[src/rtl/id_ex_stage.sv]
// ---------------------------------------------------------------------------
// id_ex_stage
// ID/EX pipeline register with load-use hazard detection.
//
// A load sitting in EX whose destination is read by the instruction in ID
// forces a one-cycle stall: stall_id holds PC and IF/ID while a bubble is
// inserted into EX. The bubble clears ex_valid, so the held instruction
// advances on the following edge. A branch/jump redirect (ex_flush) kills
// the ID slot and takes priority over the stall.
//
// Optional feature macro: ID_EX_WB_BYPASS_EN
//   When defined, a writeback committing in the same cycle as capture is
//   forwarded into ex_rs1_data / ex_rs2_data (per operand, x0 excluded).
//   When undefined, the register-file read data is captured unchanged.
//
// Ports
//   clk, rst                  clock, asynchronous active-low reset
//   id_*                      decoded instruction fields from the ID stage
//   ex_flush                  redirect: load a bubble into EX
//   wb_reg_write/wt_addr/data writeback port (used only for bypass)
//   stall_id                  combinational stall request to IF/ID
//   ex_*                      registered copies of the ID fields
//   stall_count               saturating count of load-use stall cycles
// ---------------------------------------------------------------------------
module id_ex_stage #(
  parameter int XLEN = 32
) (
  input  logic            clk,
  input  logic            rst,
  input  logic            id_valid,
  input  logic [XLEN-1:0] id_pc,
  input  logic [4:0]      id_rs1_addr,
  input  logic [4:0]      id_rs2_addr,
  input  logic [XLEN-1:0] id_rs1_data,
  input  logic [XLEN-1:0] id_rs2_data,
  input  logic            id_uses_rs1,
  input  logic            id_uses_rs2,
  input  logic [4:0]      id_rd_addr,
  input  logic [XLEN-1:0] id_imm,
  input  logic            id_reg_write,
  input  logic            id_mem_read,
  input  logic [11:0]     id_ctrl,
  input  logic            ex_flush,
  input  logic            wb_reg_write,
  input  logic [4:0]      wb_wt_addr,
  input  logic [XLEN-1:0] wb_wt_data,
  output logic            stall_id,
  output logic            ex_valid,
  output logic [XLEN-1:0] ex_pc,
  output logic [XLEN-1:0] ex_imm,
  output logic [XLEN-1:0] ex_rs1_data,
  output logic [XLEN-1:0] ex_rs2_data,
  output logic [4:0]      ex_rs1_addr,
  output logic [4:0]      ex_rs2_addr,
  output logic [4:0]      ex_rd_addr,
  output logic            ex_reg_write,
  output logic            ex_mem_read,
  output logic [11:0]     ex_ctrl,
  output logic [31:0]     stall_count
);

  localparam logic [31:0] CNT_MAX = 32'hFFFF_FFFF;

  logic            rs1_match_s;
  logic            rs2_match_s;
  logic            hazard_s;
  logic            bubble_s;
  logic [XLEN-1:0] rs1_next_s;
  logic [XLEN-1:0] rs2_next_s;

  // Load-use detection against the instruction currently held in EX.
  // ex_valid is a register, so reset removes the hazard immediately.
  always_comb begin
    rs1_match_s = id_uses_rs1 && (id_rs1_addr == ex_rd_addr);
    rs2_match_s = id_uses_rs2 && (id_rs2_addr == ex_rd_addr);
    hazard_s    = id_valid && ex_valid && ex_mem_read &&
                  (ex_rd_addr != 5'd0) && (rs1_match_s || rs2_match_s);
    bubble_s    = ex_flush || hazard_s;
  end

  // A flush already discards the ID instruction, so no stall is needed then.
  assign stall_id = hazard_s & ~ex_flush;

  // Operand data to capture, optionally forwarded from writeback.
  always_comb begin
    rs1_next_s = id_rs1_data;
    rs2_next_s = id_rs2_data;
`ifdef ID_EX_WB_BYPASS_EN
    if (wb_reg_write && (wb_wt_addr != 5'd0) && (wb_wt_addr == id_rs1_addr)) begin
      rs1_next_s = wb_wt_data;
    end else begin
      rs1_next_s = id_rs1_data;
    end
    if (wb_reg_write && (wb_wt_addr != 5'd0) && (wb_wt_addr == id_rs2_addr)) begin
      rs2_next_s = wb_wt_data;
    end else begin
      rs2_next_s = id_rs2_data;
    end
`endif
  end

`ifndef ID_EX_WB_BYPASS_EN
  // Writeback port only feeds the bypass path; fold it away otherwise.
  logic unused_wb_s;
  assign unused_wb_s = ^{wb_reg_write, wb_wt_addr, wb_wt_data};
`endif

  // ID/EX pipeline register: bubble on flush or load-use, else capture ID.
  always_ff @(posedge clk or negedge rst) begin
    if (!rst) begin
      ex_valid     <= 1'b0;
      ex_pc        <= {XLEN{1'b0}};
      ex_imm       <= {XLEN{1'b0}};
      ex_rs1_data  <= {XLEN{1'b0}};
      ex_rs2_data  <= {XLEN{1'b0}};
      ex_rs1_addr  <= 5'd0;
      ex_rs2_addr  <= 5'd0;
      ex_rd_addr   <= 5'd0;
      ex_reg_write <= 1'b0;
      ex_mem_read  <= 1'b0;
      ex_ctrl      <= 12'd0;
    end else if (bubble_s) begin
      ex_valid     <= 1'b0;
      ex_pc        <= {XLEN{1'b0}};
      ex_imm       <= {XLEN{1'b0}};
      ex_rs1_data  <= {XLEN{1'b0}};
      ex_rs2_data  <= {XLEN{1'b0}};
      ex_rs1_addr  <= 5'd0;
      ex_rs2_addr  <= 5'd0;
      ex_rd_addr   <= 5'd0;
      ex_reg_write <= 1'b0;
      ex_mem_read  <= 1'b0;
      ex_ctrl      <= 12'd0;
    end else begin
      ex_valid     <= id_valid;
      ex_pc        <= id_pc;
      ex_imm       <= id_imm;
      ex_rs1_data  <= rs1_next_s;
      ex_rs2_data  <= rs2_next_s;
      ex_rs1_addr  <= id_rs1_addr;
      ex_rs2_addr  <= id_rs2_addr;
      ex_rd_addr   <= id_rd_addr;
      // An empty ID slot must never write a register or access memory.
      ex_reg_write <= id_valid & id_reg_write;
      ex_mem_read  <= id_valid & id_mem_read;
      ex_ctrl      <= id_ctrl;
    end
  end

  // Saturating count of load-use stall cycles.
  always_ff @(posedge clk or negedge rst) begin
    if (!rst) begin
      stall_count <= 32'd0;
    end else if (stall_id && (stall_count != CNT_MAX)) begin
      stall_count <= stall_count + 32'd1;
    end else begin
      stall_count <= stall_count;
    end
  end

endmodule

[config.mk]
export PLATFORM = sky130hd
export DESIGN_NAME = id_ex_stage
export DESIGN_NICKNAME = d
export VERILOG_FILES = /design/src/rtl/id_ex_stage.sv
export SDC_FILE = /design/constraint.sdc
export NUM_CORES = 1
export LEC_CHECK = 0
export BUFFER_PORTS_ARGS = -buffer_cell sky130_fd_sc_hd__buf_2
export CAP_MARGIN = 20
export CORE_AREA = 4 4 152 154
export CTS_CLUSTER_SIZE = 24
export DETAILED_ROUTE_END_ITERATION = 16
export DIE_AREA = 0 0 156 158
export GPL_TIMING_DRIVEN = 0
export PLACE_DENSITY = 0.67
export REMOVE_ABC_BUFFERS = 1
export SYNTH_ARGS = -nofsm -noshare
export SYNTH_HDL_FRONTEND = slang
export SYNTH_SLANG_ARGS = --single-unit
[constraint.sdc]
create_clock -name clk -period 4.04 [get_ports clk]
set_input_delay 0.202 -clock clk [delete_from_list [all_inputs] [get_ports clk]]
set_output_delay 0.202 -clock clk [all_outputs]
set_load 0.01 [all_outputs]
# ---- Word level (Yosys, flattened, before mapping)
# Index checks and enable logic that the tools add are counted.
dict set report word_totals {
  inputBits 201
  wordCells 41
  reg_bits 190
  output_inout_bits 191
}
dict set report op_classes {
  mux 11
  bitwise_logic 4
  reduce_logical 10
  addsub 1
  eq_ne 3
}
# operator count
set ops {}
lappend ops {{2-to-1 mux 32 bit} 4}
lappend ops {{adder 32 x 1 -> 32 bit (second input constant)} 1}
lappend ops {{!= test 32 bit (second input constant)} 1}
lappend ops {{2-to-1 mux 5 bit} 3}
lappend ops {{2-to-1 mux 12 bit} 1}
lappend ops {{equality test 5 bit} 2}
lappend ops {{logical AND 1 bit} 7}
lappend ops {{nonzero test 5 bit} 1}
lappend ops {{bitwise AND 1 bit} 3}
lappend ops {{2-to-1 mux 1 bit} 3}
lappend ops {{logical OR 1 bit} 2}
lappend ops {{inverter 1 bit} 1}

# ---- Longest topological paths before layout
# Gate-level depths: netlist of the first run.
dict set report depth {
  depth_word 6
  depth_mapped 8
  mapped_depth_nobuf 7
}

# ---- Worst setup path after synthesis of the first run
# OpenSTA, ideal clock, no wires.
dict set report synth_timing {
  path_type {reg-to-reg}
  startpoint {reg ex_rd_addr[2]}
  endpoint {reg stall_count[28]}
  period_less_slack_ns 2.246
  slack_ns 1.794
  t_arrival_ns 2.119
  required_time_ns 3.912
  path_stages_with_launch 8
  setup_time_ns 0.128
  path_buffers 1
  path_cell_list {dfrtp_1 -> xor2_1 -> nor4_2 -> a32oi_2 -> or3_1 -> buf_6 -> nor3_2 -> mux2_1}
}
dict set report synth_via {
  elab_chain_cells 6
  elab_cells_between_ends 10
  classes_between {2 x eq/ne; 1 x bitwise; 7 x reduce/logical}
}
# item line
set synth_rtl {}
lappend synth_rtl {{start, declared} 55} ;# output logic [4:0] ex_rd_addr,
lappend synth_rtl {{start signal, assigned} 142} ;# ex_rd_addr <= id_rd_addr;
lappend synth_rtl {{equality test 5 bit, on equally long branches} {74, 75}}
lappend synth_rtl {{logical AND 1 bit, on equally long branches} {74, 75}}
lappend synth_rtl {{logical OR 1 bit} 77} ;# (ex_rd_addr != 5'd0) && (rs1_match_s || rs2_match_s);
lappend synth_rtl {{logical AND 1 bit (*)} 77}
lappend synth_rtl {{bitwise AND 1 bit (*)} 82} ;# assign stall_id = hazard_s & ~ex_flush;
lappend synth_rtl {{logical AND 1 bit (*)} 154} ;# end else if (stall_id && (stall_count != CNT_MAX)) begin
lappend synth_rtl {{end signal, assigned} 155} ;# stall_count <= stall_count + 32'd1;
lappend synth_rtl {{end signal, assigned} 157} ;# stall_count <= stall_count;
lappend synth_rtl {{end, declared} 59} ;# output logic [31:0] stall_count
# Mark *: on every way between the ends. The rest lies on a longest branch, timed or not.
# A chain may end at the register's enable or synchronous reset.

# ---- Worst setup path after layout of the first run
dict set report layout_timing {
  startpoint {reg ex_rd_addr[4]}
  endpoint {reg ex_rs1_data[6]}
}
dict set report layout_via {
  elab_chain_cells 6
  elab_cells_between_ends 10
  classes_between {2 x eq/ne; 1 x mux; 7 x reduce/logical}
}
# item line
set layout_rtl {}
lappend layout_rtl {{equality test 5 bit, on equally long branches} {74, 75}}
lappend layout_rtl {{logical AND 1 bit, on equally long branches} {74, 75}}
lappend layout_rtl {{logical OR 1 bit} 77}
lappend layout_rtl {{logical AND 1 bit (*)} 77}
lappend layout_rtl {{logical OR 1 bit (*)} 78} ;# bubble_s = ex_flush || hazard_s;
lappend layout_rtl {{2-to-1 mux 32 bit (*)} 122} ;# end else if (bubble_s) begin
lappend layout_rtl {{end signal, assigned} 114} ;# ex_rs1_data <= {XLEN{1'b0}};
lappend layout_rtl {{end signal, assigned} 126} ;# ex_rs1_data <= {XLEN{1'b0}};
lappend layout_rtl {{end signal, assigned} 138} ;# ex_rs1_data <= rs1_next_s;
lappend layout_rtl {{end, declared} 51} ;# output logic [XLEN-1:0] ex_rs1_data,
# Marks and branches as above.

==> impl_metrics.ini, run 1 <==
[sta]
setup_slack_ps = 1140
slew_violations = 0
clock_skew_ps = 19.5
fmax_mhz = 345
setup_viol = 0
tns_ps = 0
maxSlewHeadroom_pct = 34.1
worst_pin_slew_ps = 987
fin_crit_sh_pct = 71.8
rsz0062_at_grt = false
min_period_ps = 2900
finalHoldWorstSlack_ps = 26.4
finalHoldViolCount = 0

[critical_path]
critPathTopFamily = simple AND/OR/NAND/NOR gates
path_class = reg -> reg
slowest_stage = nor2_4
end_kind = flip-flop
cp_num_buf_inv = 2
slowest_delay_ps = 760
crit_chain = xor2_1 > nor4_2 > a32oi_2 > nor2_1 > nor2_4 > buf_12 > buf_12 > and2_1
critical_path.most_common_cell = buf_12
worstPathArrival_ps = 3270
critPathMaxFanout = 54
start_kind = flip-flop
required_ps = 4410

[finish]
layout-drive-gt1-share_pct = 39.5
final_core_util_pct = 50.6
fin_nets = 1199
final_cells = 1293
n_fill_cell = 1851
area_growth_pct = 62.5

[synth]
syn_inst = 493
synth-adder-area-share_pct = 0.185
synth_compound_area_share_pct = 0.500
ys_types = 31
synth.most_common_cell = dfrtp_1
async_flop_share_pct = 100
synth_xor_area_share_pct = 5.05
synth_flop_cell = dfrtp_1
synth-seq-area-share_pct = 70.4
synth-simple-area-share_pct = 22.2
syn_area_sq_um = 6760
synth_top_family_by_area = simple AND/OR/NAND/NOR gates
syn_avg_cell_area_sq_um = 13.7
synth_edf_count = 0
yosys-top-cells-area = dfrtp_1 70%, and2_1 15%, xnor2_1 3.2%, xor2_1 1.8%, nand4_1 1.4%
ys_ff_latch = 190
synth_top_area_share_pct = 70.4
synth.largest_area_cell = dfrtp_1
yosys-mux-area-fraction_pct = 0.333
yosys_warnings = 0
synthTopCellsByCount = 190 x dfrtp_1, 161 x and2_1, 25 x xnor2_1

[clock_network]
clockBufferDepth = 2
h-tree-depth = 4
cts_buffers = 17
postCtsSetupRepairBufs = 0
cts-root-buf = clkbuf_16
cts.sinks = 190
insertion_delay_ps = 430
tritoncts = built
clk_pin_slew_ps = 90

[floorplanning]
die-width_microns = 156
start_util_pct = 31.2
ioPinCount = 392
dieHeight_microns = 158
dieArea_sq_um = 24600
coreArea_sq_um = 21700
num_rows = 54

[global_routing]
grt_overflow = 0
grt_pass1_vias = 5942
grt_pass1_wl_microns = 32000
antenna_found_initial = 1
gr-usage-all-layers_pct = 16.9
grt_start_max_net_pins = 125

[power_and_ir_drop]
vdd_drop_max_mv = 0.250
power_density_nw_per_um2 = 384
power_leakage_nw = 5.75

[placed_design]
hpwlAfterDp_microns = 14200
place_congestion = 0.810
dp_cells = 1110
dpl_worst_slack_ps = 1080
port_buffers = 353

[detailed_routing]
drc = 0
wl_met2_microns = 11000
highest_layer = met4
drtPass1Iterations = 4
wl_microns = 21200
ant_nets = 0
route.met3.wl_microns = 1660
wl_per_cell_microns = 16.4
vias = 5456
met1Wirelength_microns = 8030
drt_iter0_markers = 210
routed_via_density = 4.22

[hold_path]
hp-class = in -> reg

[outcome]
status = completed

[flow_run]
max_cap_violations = 0
per-layer routing:
layer,GRT usage (%),vias to the layer above
met5,0,-
met4,6.34,0
met3,5.52,33
met2,29.6,228
met1,19.3,2602
li1,-,2593
layout make-up:
class / instances / area, sq um / area share [%]
sequential: 190 / 4750 / 43.3
multi-input combinational: 283 / 1920 / 17.5
clock inverter: 15 / 191 / 1.74
tap: 280 / 350 / 3.19
clock buffer: 17 / 425 / 3.88
inverter: 1 / 3.75 / 0.0342
timing repair buffer: 504 / 3330 / 30.3
antenna: 3 / 7.51 / 0.0684
registers in the layout (all words and copies together) (netlist names), 5 cells and up:
| register | flops |
|---|---|
| ex_pc | 32 |
| ex_rs1_data | 32 |
| ex_imm | 32 |
| ex_rs2_addr | 5 |
| ex_rs2_data | 32 |
| ex_rd_addr | 5 |
| ex_ctrl | 12 |
| stall_count | 32 |
| ex_rs1_addr | 5 |
final timing paths:
check | startpoint | endpoint | slack [ps] | cells past startpoint
max in group asynchronous | rst | ex_rs2_data[11] | 2740 | 3
worst max register to register | ex_rd_addr[4] | ex_rs1_data[6] | 1140 | 8
worst min register to register | stall_count[31] | stall_count[31] | 500 | 1
worst max-delay path | ex_rd_addr[4] | ex_rs1_data[6] | 1140 | 8
worst min-delay path | id_rs1_addr[4] | ex_rs1_addr[4] | 30 | 2
min in group asynchronous | rst | stall_count[7] | 300 | 2
worst register-to-register path: cells and delay by family (launching register included):
family                    cells  cell delay (ps)
AOI/OAI and AO/OA             1              410
buffers and inverters         2              540
xor gates and xnor gates      1              250
and+or+nand+nor               4             1200
DFF                           1              450
metrics by stage:
step                power, mW  cell area (sq um)
floorplan                2.16               6670
global route             4.40              11000
CTS                      4.27              11000
detailed placement       2.40               8870
global placement         2.39               8790
finish                   4.22              11000
power by group:
group	switching (mW)	leakage, nW	internal, mW
clock network	0.843	0.297	0.898
logic	0.216	2.97	0.255
registers	0.0240	2.48	1.98
total	1.08	5.75	3.13
cell families after synthesis:
logic type               Yosys count
flip-flops                       190
XOR/XNOR                          39
buffers and inverters             20
AO/OA/AOI/OAI                      3
AND/OR/NAND/NOR                  238
multiplexers                       2
adder cells (fa/ha/maj)            1
placed cells by master (no fill, tap or decap), drive strengths merged:
master and n:
or3 2, bufinv 1, nor3 6, clkinv 6, nor3b 1, and4bb 1
dlygate4sd3 148, clkinvlp 1, nand3 11, a2bb2oi 1, nand4 15, nor2 6
clkbuf 17, inv 8, nand2 15, and3b 1, nor4b 2, and2 161
xor2 14, a32oi 1, nor4 4, xnor2 25, ha 1, o311ai 1
mux2 2, dfrtp 190, and4 5, and3 8, diode 3, buf 356
timing repair:
action | 4_1_cts | 5_1_grt
hold endpoints to repair | 212 | 1
setup endpoints to repair | 0 | 0
hold buffers | 147 | 1
gates resized for setup | 0 | 0
Note: power is estimated with default switching activity, not from simulation.
==> run 2: changes to the inputs <==
ABC_AREA = 1   (was unset)
CORE_AREA = 4 4 150 152   (was 4 4 152 154)
DIE_AREA = 0 0 154 156   (was 0 0 156 158)
PLACE_DENSITY = 0.75   (was 0.67)
clock period = 2.45 ns   (was 4.04 ns; I/O delays follow)
==> run 2 against run 1 <==
Effect of this change:
- clock skew shrank 3.1 ps
- critical path depth up 3
- sequential share of layout area decreased by 3.2 points
==> impl_metrics.ini, run 2 <==
[outcome]
status = completed

[clock_network]
cts_buffers = 17
tritoncts = built
postCtsSetupRepairBufs = 0
cts-root-buf = clkbuf_16
cts.sinks = 190
clockBufferDepth = 2
h-tree-depth = 4
clk_pin_slew_ps = 80
insertion_delay_ps = 430

[synth]
yosys-top-cells-area = dfrtp_1 63%, nor2_1 10%, nand2_1 9.9%, inv_1 8.6%, xor2_1 1.7%
syn_area_sq_um = 7590
synth.largest_area_cell = dfrtp_1
synth-seq-area-share_pct = 62.6
synth_flop_cell = dfrtp_1
ys_types = 23
synth.most_common_cell = nor2_1
yosys_warnings = 0
syn_inst = 857
synth_edf_count = 0
synth_top_area_share_pct = 62.6
syn_avg_cell_area_sq_um = 8.86
async_flop_share_pct = 100
synthTopCellsByCount = 206 x nor2_1, 201 x nand2_1, 190 x dfrtp_1
ys_ff_latch = 190

[global_routing]
grt_overflow = 0
grt_pass1_wl_microns = 40300
antenna_found_initial = 4
grt_pass1_vias = 7966
gr-usage-all-layers_pct = 21.1
grt_start_max_net_pins = 119

[power_and_ir_drop]
vdd_drop_max_mv = 0.448
p_total_mw = 6.98
power_leakage_nw = 6.96
power_density_nw_per_um2 = 588

[sta]
rsz0062_at_grt = false
fmax_mhz = 464
maxSlewHeadroom_pct = 57.5
clock_skew_ps = 16.5
finalHoldViolCount = 0
worst_pin_slew_ps = 636
tns_ps = 0
slew_violations = 0
min_period_ps = 2160
finalHoldWorstSlack_ps = 257
setup_viol = 0
fin_crit_sh_pct = 88.0

[floorplanning]
coreArea_sq_um = 21000
die-width_microns = 154
dieHeight_microns = 156
start_util_pct = 36.1
num_rows = 53
dieArea_sq_um = 24000
ioPinCount = 392

[detailed_routing]
drt_iter0_markers = 300
routed_via_density = 4.34
wl_microns = 25200
vias = 7210
wl_per_cell_microns = 15.2
drc = 0
ant_nets = 0
drtPass1Iterations = 4

[critical_path]
path_class = reg -> reg
slowest_delay_ps = 510
reg2reg_to = stall_count[23]
crit_chain = ha_1 > nand2_2 > nor2_4 > nand3_2 > nor2_1 > nand3_1 > nor2_2 > nor2_2 > buf_8 > nand2_1 > nand2_1
start_kind = flip-flop
end_kind = flip-flop
slowest_stage = nor2_2
required_ps = 2800
worstPathArrival_ps = 2510
ff2ff_setup_slack_ps = 290
r2r.worst_path.cells = 11
timing.rr.start = stall_count[0]
critPathMaxFanout = 18

[placed_design]
place_congestion = 0.883
port_buffers = 353
hpwlAfterDp_microns = 15900

[flow_run]
max_cap_violations = 0

[hold_path]
hp-class = in -> async

[finish]
layout_commonest_cell = buf_2
fin_nets = 1572
area_growth_pct = 56.3
final_cell_mix = 352 x buf_2, 206 x nor2_1, 200 x nand2_1
n_fill_cell = 1770
layout-drive-gt1-share_pct = 29.2
run 2: cell count changes after synthesis, sizes merged, moves of 4 or more:
cell / change
and2: -161
inv: +175
nor4: -4
nor2: +205
xnor2: -16
and4: -5
nand3b: +5
and3: -8
buf: +20
nand2: +189
nand4: -9
clkbuf: -16
run 2: worst max-delay path by stage:
stage                    from  cells after the start               to  slack, ps
4_1_cts        stall_count[0]                      9  stall_count[10]        130
3_5_place_dp   stall_count[0]                      9  stall_count[10]        150
5_1_grt        stall_count[0]                     11  stall_count[23]         60
6_report       stall_count[0]                     11  stall_count[23]        290
2_1_floorplan   ex_rd_addr[0]                      9       ex_ctrl[0]      -1170
3_3_place_gp    ex_rd_addr[3]                      9  ex_rs2_data[31]      -2900
run 2: layout make-up:
cell class	count	area (sq um)	share of cell area [%]
clock buffer	17	425	3.58
sequential	190	4750	40.1
inverter	176	661	5.57
timing repair buffer	517	3460	29.1
tap	275	344	2.90
clock inverter	15	186	1.57
multi-input combinational	468	2020	17.1
antenna	5	12.5	0.105
run 2: worst max-delay path: cells and delay by family, from the launching register on:
family | cells | cell delay [ps]
adder cells (fa/ha/maj) | 1 | 310
buffers and inverters | 1 | 240
flip-flops | 1 | 450
AND/OR/NAND/NOR | 9 | 1090
run 2: kinds of logic after synthesis:
kind of cell             after synthesis  share of synthesized area [%]
AND/OR/NAND/NOR                      442                           23.3
buffers and inverters                199                           11.0
flip-flops                           190                           62.6
XOR/XNOR                              24                           2.77
AO/OA/AOI/OAI                          1                         0.0989
adder cells (fa/ha/maj)                1                          0.165
run 2: through the flow:
step / utilization [%] / worst slack [ps] / area [sq um] / cells
after CTS: 56.3 / 128 / 11800 / 1658
after global placement: 45.3 / -2900 / 9530 / 1462
after global routing: 56.4 / 64.4 / 11900 / 1663
after detailed placement: 45.7 / 150 / 9610 / 1465
after floorplan: - / -1170 / 7410 / 834
final: 56.4 / 294 / 11900 / 1663
run 2: metal layers:
metal	GRT usage [%]	share of wire [%]	up-vias
li1	-	-	3469
met1	22.9	36	3411
met2	37.3	52	270
met3	7.99	8.4	60
met4	8.45	3.2	0
met5	0	0	-
run 2: power by group:
| group | internal, mW | total (mW) | switching [mW] |
|---|---|---|---|
| combinational | 0.418 | 0.847 | 0.429 |
| clock | 1.40 | 2.83 | 1.43 |
| sequential | 3.26 | 3.31 | 0.0435 |
| total | 5.08 | 6.98 | 1.90 |
run 2: timing repair:
| item | CTS | global route |
|---|---|---|
| hold buffers | 161 | 0 |
| endpoints found under the hold margin | 230 | 0 |
| endpoints found under the setup margin | 0 | 119 |
| resized for setup | 0 | 2 |
==> run 3: changes to the inputs <==
PLACE_DENSITY = unset   (was 0.75)
PLACE_DENSITY_LB_ADDON = 0.1   (was unset)
==> run 3 against run 2 <==
Effect of this change:
- sequential power about the same
- critical path depth unchanged
- sequential share of layout area about the same
- critical endpoint is now stall_count[19]
==> impl_metrics.ini, run 3 (same netlist as run 2, synthesis figures left out) <==
[placed_design]
place_congestion = 0.800
hpwlAfterDp_microns = 16900
dp_cells = 1466
postPlaceCellArea_sq_um = 9640
port_buffers = 353

[hold_path]
hp-class = in -> reg
hold_depth = 4

[critical_path]
slowest_delay_ps = 550
critPathMaxFanout = 17
start_kind = flip-flop
path_class = reg -> reg
required_ps = 2800
slowest_stage = nor2_2
crit_chain = ha_1 > nand2_2 > nor2_4 > nand3_2 > nor2_1 > nand3_1 > nor2_2 > nor2_2 > buf_8 > nand2_1 > nand2_1
r2r.worst_path.cells = 11
worstPathArrival_ps = 2550
end_kind = flip-flop

[sta]
min_period_ps = 2200
maxSlewHeadroom_pct = 53.3
clock_skew_ps = 17.9
setup_viol = 0
fmax_mhz = 455
finalHoldViolCount = 0
slew_violations = 0
worst_pin_slew_ps = 700
fin_crit_sh_pct = 89.8
rsz0062_at_grt = false

[finish]
layout-drive-gt1-share_pct = 29.3
final_cells = 1659
stdcell_area_sq_um = 11900
antenna_cells = 0
area_growth_pct = 56.4
fin_nets = 1573
final_cell_mix = 352 x buf_2, 206 x nor2_1, 200 x nand2_1
layout_commonest_cell = buf_2

[floorplanning]
num_rows = 53
start_util_pct = 36.1
dieHeight_microns = 156
coreArea_sq_um = 21000
ioPinCount = 392
die-width_microns = 154
dieArea_sq_um = 24000

[detailed_routing]
vias = 6827
wl_per_cell_microns = 14.2
drt_iter0_markers = 294
wl_microns = 23600
routed_via_density = 4.12
drc = 0
ant_nets = 0
drtPass1Iterations = 5

[clock_network]
cts-root-buf = clkbuf_16
cts_buffers = 17
tritoncts = built
insertion_delay_ps = 430
postCtsSetupRepairBufs = 0
cts.sinks = 190
clk_pin_slew_ps = 80
clockBufferDepth = 2
h-tree-depth = 4

[global_routing]
antenna_found_initial = 0
grt_pass1_wl_microns = 37700
grt_pass1_vias = 7359
gr-usage-all-layers_pct = 19.9
grt_start_max_net_pins = 118
grt_overflow = 0

[power_and_ir_drop]
p_total_mw = 7.00
vdd_drop_max_mv = 0.397
switchingPower_mw = 1.83
power_frac_comb_pct = 11.8
seqPwrFrac_pct = 47.1
p_int_mw = 5.17
power_leakage_nw = 6.98
swShare_pct = 26.2
power_density_nw_per_um2 = 589
clockPowerShare_pct = 41.0

[outcome]
status = completed

[flow_run]
max_cap_violations = 0
-- run 3: per-layer routing --
metal  share of wire, %  routed length [microns]  GRT usage (%)
met2                 50                    11900           34.4
met4                2.7                      631           7.06
met1                 38                     8920           22.2
met3                9.1                     2150           8.04
met5                  0                        0              0
-- run 3: power by group through the flow --
stage	Sequential [mW]	Clock [mW]	Combinational, mW
after global routing	3.31	3.10	0.927
after floorplan	3.44	0	0.166
final	3.30	2.87	0.829
after global placement	3.36	0	0.642
after CTS	3.30	2.96	0.844
after detailed placement	3.36	0	0.631
-- run 3: final cells by class --
class                      count  area (sq um)
fill                        1912          9150
tap                          275           344
multi-input combinational    468          2020
timing repair buffer         518          3490
sequential                   190          4750
inverter                     176           661
clock inverter                15           189
clock buffer                  17           425
-- run 3: metrics by stage --
step / hold WS (ps) / util [%] / worst slack [ps] / TNS (ps)
floorplan: -173 / - / -1170 / -185480
global placement: 331 / 45.3 / -2960 / -842500
detailed placement: 139 / 45.9 / 100 / 0
CTS: 137 / 56.4 / 86.3 / 0
global route: 183 / 56.5 / 63.8 / 0
finish: 175 / 56.5 / 251 / 0
-- run 3: worst paths after layout --
check | start | endpoint | slack, ps
worst max-delay path | stall_count[0] | stall_count[19] | 250
worst min-delay path | ex_flush | ex_rs1_data[10] | 170
worst max register to register | stall_count[0] | stall_count[19] | 250
worst min register to register | stall_count[3] | stall_count[3] | 550
max in group asynchronous | rst | ex_imm[29] | 1210
min in group asynchronous | rst | ex_rs1_data[10] | 240
-- run 3: timing repair --
item                       4_1_cts  5_1_grt
setup endpoints to repair        0       28
hold endpoints to repair       231        0
hold buffers                   161        0
gates resized for setup          0        1
-- run 3: critical path, delay by kind of cell, from the launching register on --
family / cells / cell delay [ps]
simple gates: 9 / 1120
fa+ha+maj: 1 / 320
flops: 1 / 460
buf+inv: 1 / 240
